===== src/rtl/led_pkg.sv =====
`default_nettype none
// ============================================================================
// Module      : led_pkg
// Description : Shared constants and helpers for the led_ctrl switch-to-LED
//               controller: output mode encodings and a counter-width helper.
// Revision    : 1.0 - initial release
// ============================================================================
package led_pkg;

    typedef logic [1:0] mode_t;

    localparam mode_t MODE_PASS   = 2'd0;
    localparam mode_t MODE_TOGGLE = 2'd1;
    localparam mode_t MODE_BLINK  = 2'd2;
    localparam mode_t MODE_OR     = 2'd3;

    // Bits needed to hold 0..v-1, never less than one bit so that a
    // terminal count of 1 still yields a legal vector.
    function automatic int min1_clog2(input int v);
        return (v > 1) ? $clog2(v) : 1;
    endfunction

endpackage
`default_nettype wire


===== src/rtl/led_if.sv =====
`default_nettype none
// ============================================================================
// Module      : led_if
// Description : Board-side bundle of led_ctrl: raw switches and mode select
//               in, LED drive, OR-of-switches and press pulses out.
//               master = board/bench side, slave = led_ctrl.
// Ports       : sw[N], mode[2] (master->slave); led[N], any, press[N]
//               (slave->master)
// Revision    : 1.0 - initial release
// ============================================================================
interface led_if #(
    parameter int N = 4
);
    logic [N-1:0] sw;
    logic [1:0]   mode;
    logic [N-1:0] led;
    logic         any;
    logic [N-1:0] press;

    modport master (output sw, output mode, input led, input any, input press);
    modport slave  (input sw, input mode, output led, output any, output press);
endinterface
`default_nettype wire


===== src/rtl/sw_debounce.sv =====
`default_nettype none
// ============================================================================
// Module      : sw_debounce
// Description : One switch channel: 2-FF synchroniser, stability counter and
//               debounced state, plus a one-cycle pulse on an accepted rise.
// Ports       : clk, rst (async, active-high), sw (raw, asynchronous),
//               db (debounced level), press (one-cycle rising-commit pulse)
// Revision    : 1.0 - initial release
// ============================================================================
module sw_debounce
    import led_pkg::*;
#(
    parameter int DB_CYCLES = 320000
) (
    input  logic clk,
    input  logic rst,
    input  logic sw,
    output logic db,
    output logic press
);

    localparam int             CW        = min1_clog2(DB_CYCLES + 1);
    localparam logic [CW-1:0]  C_DB_LAST = CW'(DB_CYCLES - 1);

    logic          r_sync1;
    logic          r_sync2;
    logic          r_db;
    logic          r_press;
    logic [CW-1:0] r_cnt;

    always_ff @(posedge clk or posedge rst) begin
        if (rst) begin
            r_sync1 <= 1'b0;
            r_sync2 <= 1'b0;
            r_db    <= 1'b0;
            r_press <= 1'b0;
            r_cnt   <= '0;
        end else begin
            r_sync1 <= sw;
            r_sync2 <= r_sync1;
            r_press <= 1'b0;
            if (r_sync2 == r_db) begin
                // Any sample agreeing with the accepted level restarts the
                // qualification window, so short glitches never commit.
                r_cnt <= '0;
            end else if (r_cnt == C_DB_LAST) begin
                r_db    <= r_sync2;
                r_cnt   <= '0;
                r_press <= r_sync2;
            end else begin
                r_cnt <= r_cnt + CW'(1);
            end
        end
    end

    assign db    = r_db;
    assign press = r_press;

endmodule
`default_nettype wire


===== src/rtl/led_ctrl.sv =====
`default_nettype none
// ============================================================================
// Module      : led_ctrl
// Description : N-channel switch-to-LED controller. Each switch is
//               synchronised and debounced; LEDs show the debounced level,
//               a per-channel toggle state, a blinking debounced level, or
//               the OR of all channels, selected at run time by mode.
// Ports       : clk, rst (async, active-high)
//               bus (led_if.slave): sw[N] raw switches, mode[2] select,
//               led[N] registered LED drive, any registered OR of debounced
//               switches, press[N] one-cycle accepted-rise pulses
// Revision    : 1.0 - initial release
// ============================================================================
module led_ctrl
    import led_pkg::*;
#(
    parameter int N         = 4,
    parameter int DB_CYCLES = 320000,
    parameter int BLINK_DIV = 4000000
) (
    input  logic   clk,
    input  logic   rst,
    led_if.slave   bus
);

    localparam int            BW           = min1_clog2(BLINK_DIV);
    localparam logic [BW-1:0] C_BLINK_LAST = BW'(BLINK_DIV - 1);

    logic [N-1:0]  w_db;
    logic [N-1:0]  w_press;
    logic [N-1:0]  w_tog;
    logic [N-1:0]  w_led_next;

    logic [N-1:0]  r_tog;
    logic [BW-1:0] r_bcnt;
    logic          r_phase;
    logic [N-1:0]  r_led;
    logic          r_any;

    for (genvar i = 0; i < N; i++) begin : g_ch
        sw_debounce #(
            .DB_CYCLES (DB_CYCLES)
        ) u_db (
            .clk   (clk),
            .rst   (rst),
            .sw    (bus.sw[i]),
            .db    (w_db[i]),
            .press (w_press[i])
        );
    end

    // press is already a register set on the commit edge, so r_tog ^ press
    // presents the toggle state as if it had flipped on that same edge;
    // r_tog then absorbs the flip one cycle later, leaving w_tog unchanged.
    assign w_tog = r_tog ^ w_press;

    always_ff @(posedge clk or posedge rst) begin
        if (rst) begin
            r_tog <= '0;
        end else begin
            r_tog <= w_tog;
        end
    end

    always_ff @(posedge clk or posedge rst) begin
        if (rst) begin
            r_bcnt  <= '0;
            r_phase <= 1'b0;
        end else if (r_bcnt == C_BLINK_LAST) begin
            r_bcnt  <= '0;
            r_phase <= ~r_phase;
        end else begin
            r_bcnt <= r_bcnt + BW'(1);
        end
    end

    always_comb begin
        w_led_next = '0;
        case (bus.mode)
            MODE_PASS:   w_led_next = w_db;
            MODE_TOGGLE: w_led_next = w_tog;
            MODE_BLINK:  w_led_next = w_db & {N{r_phase}};
            MODE_OR:     w_led_next = {N{|w_db}};
            default:     w_led_next = '0;
        endcase
    end

    always_ff @(posedge clk or posedge rst) begin
        if (rst) begin
            r_led <= '0;
            r_any <= 1'b0;
        end else begin
            r_led <= w_led_next;
            r_any <= |w_db;
        end
    end

    assign bus.led   = r_led;
    assign bus.any   = r_any;
    assign bus.press = w_press;

endmodule
`default_nettype wire


===== src/flat_wrapper.sv =====
// flat-port wrapper written by rule: the top's interface ports become plain ports
module led_ctrl_flat import led_pkg::*;
#(
    parameter int N         = 4,
    parameter int DB_CYCLES = 320000,
    parameter int BLINK_DIV = 4000000
)
  (clk, rst, bus_sw, bus_mode, bus_led, bus_any, bus_press);
  led_if #(.N(N)) bus_i ();
  input  logic clk;
  input  logic rst;
  input wire logic [$bits(bus_i.sw)-1:0] bus_sw;
  input wire logic [$bits(bus_i.mode)-1:0] bus_mode;
  output wire logic [$bits(bus_i.led)-1:0] bus_led;
  output wire logic [$bits(bus_i.any)-1:0] bus_any;
  output wire logic [$bits(bus_i.press)-1:0] bus_press;
  assign bus_i.sw = bus_sw;
  assign bus_i.mode = bus_mode;
  assign bus_led = bus_i.led;
  assign bus_any = bus_i.any;
  assign bus_press = bus_i.press;
  led_ctrl #(.N(N), .DB_CYCLES(DB_CYCLES), .BLINK_DIV(BLINK_DIV)) u_core (.clk(clk), .rst(rst), .bus(bus_i));
endmodule

===== config.mk =====
export PLATFORM = sky130hd
export DESIGN_NAME = led_ctrl_flat
export DESIGN_NICKNAME = d
export VERILOG_FILES = /design/src/rtl/led_pkg.sv /design/src/rtl/led_if.sv /design/src/rtl/sw_debounce.sv /design/src/rtl/led_ctrl.sv /design/src/flat_wrapper.sv
export SDC_FILE = /design/constraint.sdc
export NUM_CORES = 1
export LEC_CHECK = 0
export ABC_AREA = 1
export CORE_AREA = 2 2 109 111
export DETAILED_ROUTE_END_ITERATION = 16
export DIE_AREA = 0 0 111 113
export PLACE_DENSITY = 0.73
export SYNTH_ARGS = -nofsm -noshare
export SYNTH_HDL_FRONTEND = slang
export SYNTH_SLANG_ARGS = --single-unit

===== constraint.sdc =====
create_clock -name clk -period 4.9 [get_ports clk]
set_clock_uncertainty 0.1 [all_clocks]
set_input_delay 0.98 -clock clk [delete_from_list [all_inputs] [get_ports clk]]
set_output_delay 0.98 -clock clk [all_outputs]
set_load 0.05 [all_outputs]

# Yosys cells after proc, flatten, opt, wreduce, memory -nomap -nowiden

Cells that the tools add are included.

Flip-flop bits (word level): 124
Bits in latches: 0
Bits in writable memories: 0
ROM bits: 0
Output and inout bits: 9
Logic and storage cells: 73
Memories kept: 0

Add/subtract/negate cells: 5
Multiply operators: 0
Divide/modulo/power cells: 0
$lt $le $gt $ge: 0
Eq/ne operators: 12
Shifts and indexed selects: 0
Muxes and demuxes: 18
Bitwise logic cells: 7
Reductions and logical operators: 6

Operator list:

| kind                  | number |
|---|---|
| $mux 19               | 8 |
| $add 19x1->19 const B | 4 |
| $eq 19x19->1 const B  | 4 |
| $add 22x1->22 const B | 1 |
| $eq 22x22->1 const B  | 1 |
| $mux 22               | 1 |
| $pmux 4 s4            | 1 |
| $mux 1                | 8 |
| $reduce_and 2->1      | 4 |
| $not 1->1             | 5 |
| $and 4x4->4           | 1 |
| $eq 1x1->1            | 4 |
| $eq 2x2->1 const B    | 2 |
| $reduce_or 4->1       | 1 |
| $xor 4x4->4           | 1 |
| $eq 2x1->1 const B    | 1 |
| $logic_not 2->1       | 1 |

# Depth between registers and ports, before layout

Depth after elaboration: 3
Mapped depth: 9
Gate-level depth less buffers: 9

# By module

From an unflattened synthesis, not the netlist that was laid out.

Cell total of the unflattened synthesis: 846
Area, all modules: 6,849.1 um2

By module, submodules not included:

| module      | times used | cells an instance | area an instance (um2) | seq. area each (um2) |
|---|---|---|---|---|
| sw_debounce | 4          | 159               | 1,283.7                | 575.6 |
| led_ctrl    | 1          | 210               | 1,714.1                | 800.8 |

# Least setup slack after synthesis

No wires, ideal clock.

Kind: register to output
From: register u_core.r_any (netlist: u_core.bus.any)
To: output bus_any
Data arrival time: 586 ps
Required time: 3,820 ps
Path slack: 3,234 ps
Stages on the path, launching flop included: 1
Path buffers: 0
Cell sequence: dfrtp_1

RTL lines:

| item                     | RTL line           | source |
|---|---|---|
| start: declaration       | led_ctrl.sv:38     | `logic r_any;` |
| start signal: assignment | led_ctrl.sv:94     | `r_any <= \|w_db;` |
| end: declaration         | flat_wrapper.sv:15 | `output wire logic [$bits(bus_i.any)-1:0] bus_any;` |

No word-level cell between the ends.

# Worst setup path in the final report

From: register u_core.g_ch[0].u_db.r_press
To: output bus_press[0]

RTL lines:

| item                     | RTL line           | source |
|---|---|---|
| start: declaration       | sw_debounce.sv:28  | `logic r_press;` |
| start signal: assignment | sw_debounce.sv:49  | `r_press <= r_sync2;` |
| end: declaration         | flat_wrapper.sv:16 | `output wire logic [$bits(bus_i.press)-1:0] bus_press;` |

No word-level cell between the ends.

==> metrics.md <==
| Metric | Value |
|---|---|
| Status | `complete, no violations` |
| Post-synthesis cell type count | `32` |
| Row cnt | `39` |
| Synth area leaders | `dfrtp_1 (48%), nor2_1 (12%), nand2_1 (9.1%)` |
| CTS Sinks | `124` |
| Origin of the critical flop-to-flop path | `u_core.g_ch[0].u_db.r_cnt[0]$_DFF_PP0_` |
| Crit path capture type | `output pin` |
| WP depth | `1` |
| Reg2reg setup slack | `3.21 ns` |
| Maximum vdd drop | `0.349 mV` |
| Crit Path Category | `reg -> out` |
| RePlAce Congestion | `0.935` |
| FF-to-FF path depth | `8` |
| PwrDens | `326 nW/um^2` |
| Routed vias | `5309` |
| Slew margin rel. | `40.9%` |
| Die extent in x | `111 um` |
| Final hold viol count | `0` |
| Unrepaired setup endpoints after global routing | `false` |
| Worst-Skew Late Latency | `0.41 ns` |
| Crit Reg-Reg Endpoint | `u_core.g_ch[0].u_db.r_cnt[9]$_DFF_PP0_` |
| Fill cells | `944` |
| Worst Setup Start Kind | `register` |
| Synth-to-layout area growth | `14.3%` |
| Leakage Power | `3.47 nW` |
| Antenna Cells | `0` |
| Initial antenna violation count | `0` |
| Finish-stage setup viols | `0` |
| Worst Path Required | `3.82 ns` |
| DRT iter0 DRCs | `472` |
| Synth Register Bits | `124` |
| Yosys Warn Count | `0` |
| Gr ovfl total | `0` |
| Tcrit/Tclk final | `54.1%` |
| WL/cell | `12.9 um` |
| Worst path slowest cell | `clkdlybuf4s50_1` |
| Worst Tran Pin Value | `0.886 ns` |
| Commonest non-fill, non-tap cells in the layout | `nor2_1 (200), nand2_1 (159), dfrtp_1 (124)` |
| # H-tree levels | `4` |
| Final Max Slew Viols | `0` |
| HPWL Detailed | `9430 um` |
| Starting Density | `57.9%` |
| Hold_ws | `0.246 ns` |
| I/O Buffers | `16` |
| Post-synth EDFFs | `0` |
| First-pass GRT wire length | `23100 um` |
| Worst path cell trace | `clkdlybuf4s50_1` |
| Num CTS Buffers | `17` |
| Die height | `113 um` |
| Post-CTS sizing | `0` |
| Post-Synthesis Cell Area | `6520 sq um` |
| Worst-path clk slew | `0.05 ns` |
| Post-synthesis area per instance | `7.84 sq um` |
| Delay of the slowest critical-path stage | `0.80 ns` |
| Number of vias per cell | `5.22` |
| Cells after Synth | `832` |
| DRC | `0` |
| Core area | `11300 sq um` |
| Post-synthesis sequential area ratio | `47.6%` |
| Final #Nets | `875` |
| Critical path's top delay family | `buffers and inverters` |
| Leading area contributor after synthesis | `dfrtp_1` |
| Final min period | `2.65 ns` |
| Final wirelength | `13100 um` |
| CTS Root Cell | `clkbuf_16` |
| Worst path buffer plus inverter count | `1` |
| Number of global-route vias before repair | `5155` |
| Peak fanout along the critical path | `2` |
| Setup Total Neg Slack | `0 ns` |
| Commonest non-fill, non-tap cell in the layout | `nor2_1` |
| Die ar. | `12500 sq um` |
| Worst-case clock buffer depth | `2` |
| Hold_sp | `u_core.g_ch[1].u_db.r_sync1$_DFF_PP0_` |
| Fmax | `377 MHz` |
| Max Cap Violations | `0` |
| Crit path DAT | `1.57 ns` |
| Synth top area share | `47.6%` |
| GRT Util Overall | `22.6%` |
| Hold_buf cts | `0` |
| CTS tree | `yes` |
| Crit path to | `bus_press[0]` |
| Dominant synthesized flop cell | `dfrtp_1` |
| Layout cells sized above 1 | `8.58%` |
| Post-CTS Setup Bufs | `0` |
| Post-synth ARST share | `100%` |
| Detail Route Antenna Nets | `0` |
| Largest net degree at the start of global routing | `75` |
| Overall Power | `2.43 mW` |
| # IOs | `17` |
| Mapped Nets | `845` |
| First-pass detailed-route iteration total | `5` |
| Worst Hold Class | `reg -> reg` |
| Crit path launch | `u_core.g_ch[0].u_db.press$_DFF_PP0_` |
==> power breakdown <==
part           total, mW  switching (mW)  internal, mW
combinational     0.0607          0.0437        0.0170
clock               1.32           0.415         0.910
sequential          1.05         0.00864          1.04
==> worst min-delay path by stage <==
| stage | to | slack (ns) | cells past startpoint |
|---|---|---|---|
| after global placement | u_core.g_ch[2].u_db.r_sync2$_DFF_PP0_ | 0.24 | 0 |
| final | u_core.g_ch[1].u_db.r_sync2$_DFF_PP0_ | 0.25 | 0 |
| after detailed placement | u_core.g_ch[3].u_db.r_sync2$_DFF_PP0_ | 0.24 | 0 |
| after floorplan | u_core.g_ch[0].u_db.r_sync2$_DFF_PP0_ | 0.23 | 0 |
| after global routing | u_core.g_ch[0].u_db.r_sync2$_DFF_PP0_ | 0.25 | 0 |
| after CTS | u_core.g_ch[3].u_db.r_sync2$_DFF_PP0_ | 0.25 | 0 |
==> registers in the layout, indices dropped and copies added (netlist names), 4 cells and up <==
| signal | cells |
|---|---|
| u_core.g_ch.u_db.db | 4 |
| u_core.r_bcnt | 22 |
| u_core.g_ch.u_db.r_sync1 | 4 |
| u_core.g_ch.u_db.press | 4 |
| u_core.g_ch.u_db.r_sync2 | 4 |
| u_core.g_ch.u_db.r_cnt | 76 |
| u_core.bus.led | 4 |
| u_core.r_tog | 4 |
==> synth_stat cells (5+ instances only) <==
master,count
a21oi_1,11
dfrtp_1,124
ha_1,5
inv_1,93
nand2_1,159
nand2_2,10
nand3_1,85
nand4_1,19
nor2_1,200
nor2_2,15
nor3_1,9
o21ai_0,11
xnor2_1,10
xor2_1,44
==> per-layer routing <==
layer,part of all wire [%],vias to the layer above,track usage [%]
met5,0,-,0
met4,2.1,0,9.58
li1,-,2661,-
met1,47,2495,29.7
met3,4.6,28,6.64
met2,46,125,35.4
==> final cells by class <==
| cell class | instances | area [sq um] | share of cell area, % |
|---|---|---|---|
| clock buffers | 23 | 458 | 6.14 |
| clock inverters | 8 | 165 | 2.21 |
| inverters | 98 | 374 | 5.02 |
| multi-input cells | 603 | 3000 | 40.3 |
| flip-flops and latches | 124 | 3100 | 41.6 |
| well taps | 143 | 179 | 2.40 |
| repair buffers | 18 | 175 | 2.35 |
==> cell families (layout without fill, tap and decap cells) <==
| group | after synthesis | after routing | share of synthesized area (%) |
|---|---|---|---|
| flops | 124 | 124 | 47.6 |
| compound gates | 24 | 24 | 1.88 |
| fa+ha+maj | 5 | 5 | 0.959 |
| simple gates | 517 | 517 | 35.2 |
| xor+xnor | 57 | 57 | 8.00 |
| buf+inv | 105 | 147 | 6.39 |
==> stage by stage <==
step	util, %	cell area (sq um)	worst slack, ns	cells
finish	66.2	7460	2.25	1017
global route	66.2	7460	2.17	1017
CTS	66.2	7460	2.22	1017
global placement	60.6	6840	2.34	986
detailed placement	60.6	6840	2.30	986
floorplan	-	6520	0.521	832
Note: power is estimated with default switching activity, not from simulation.
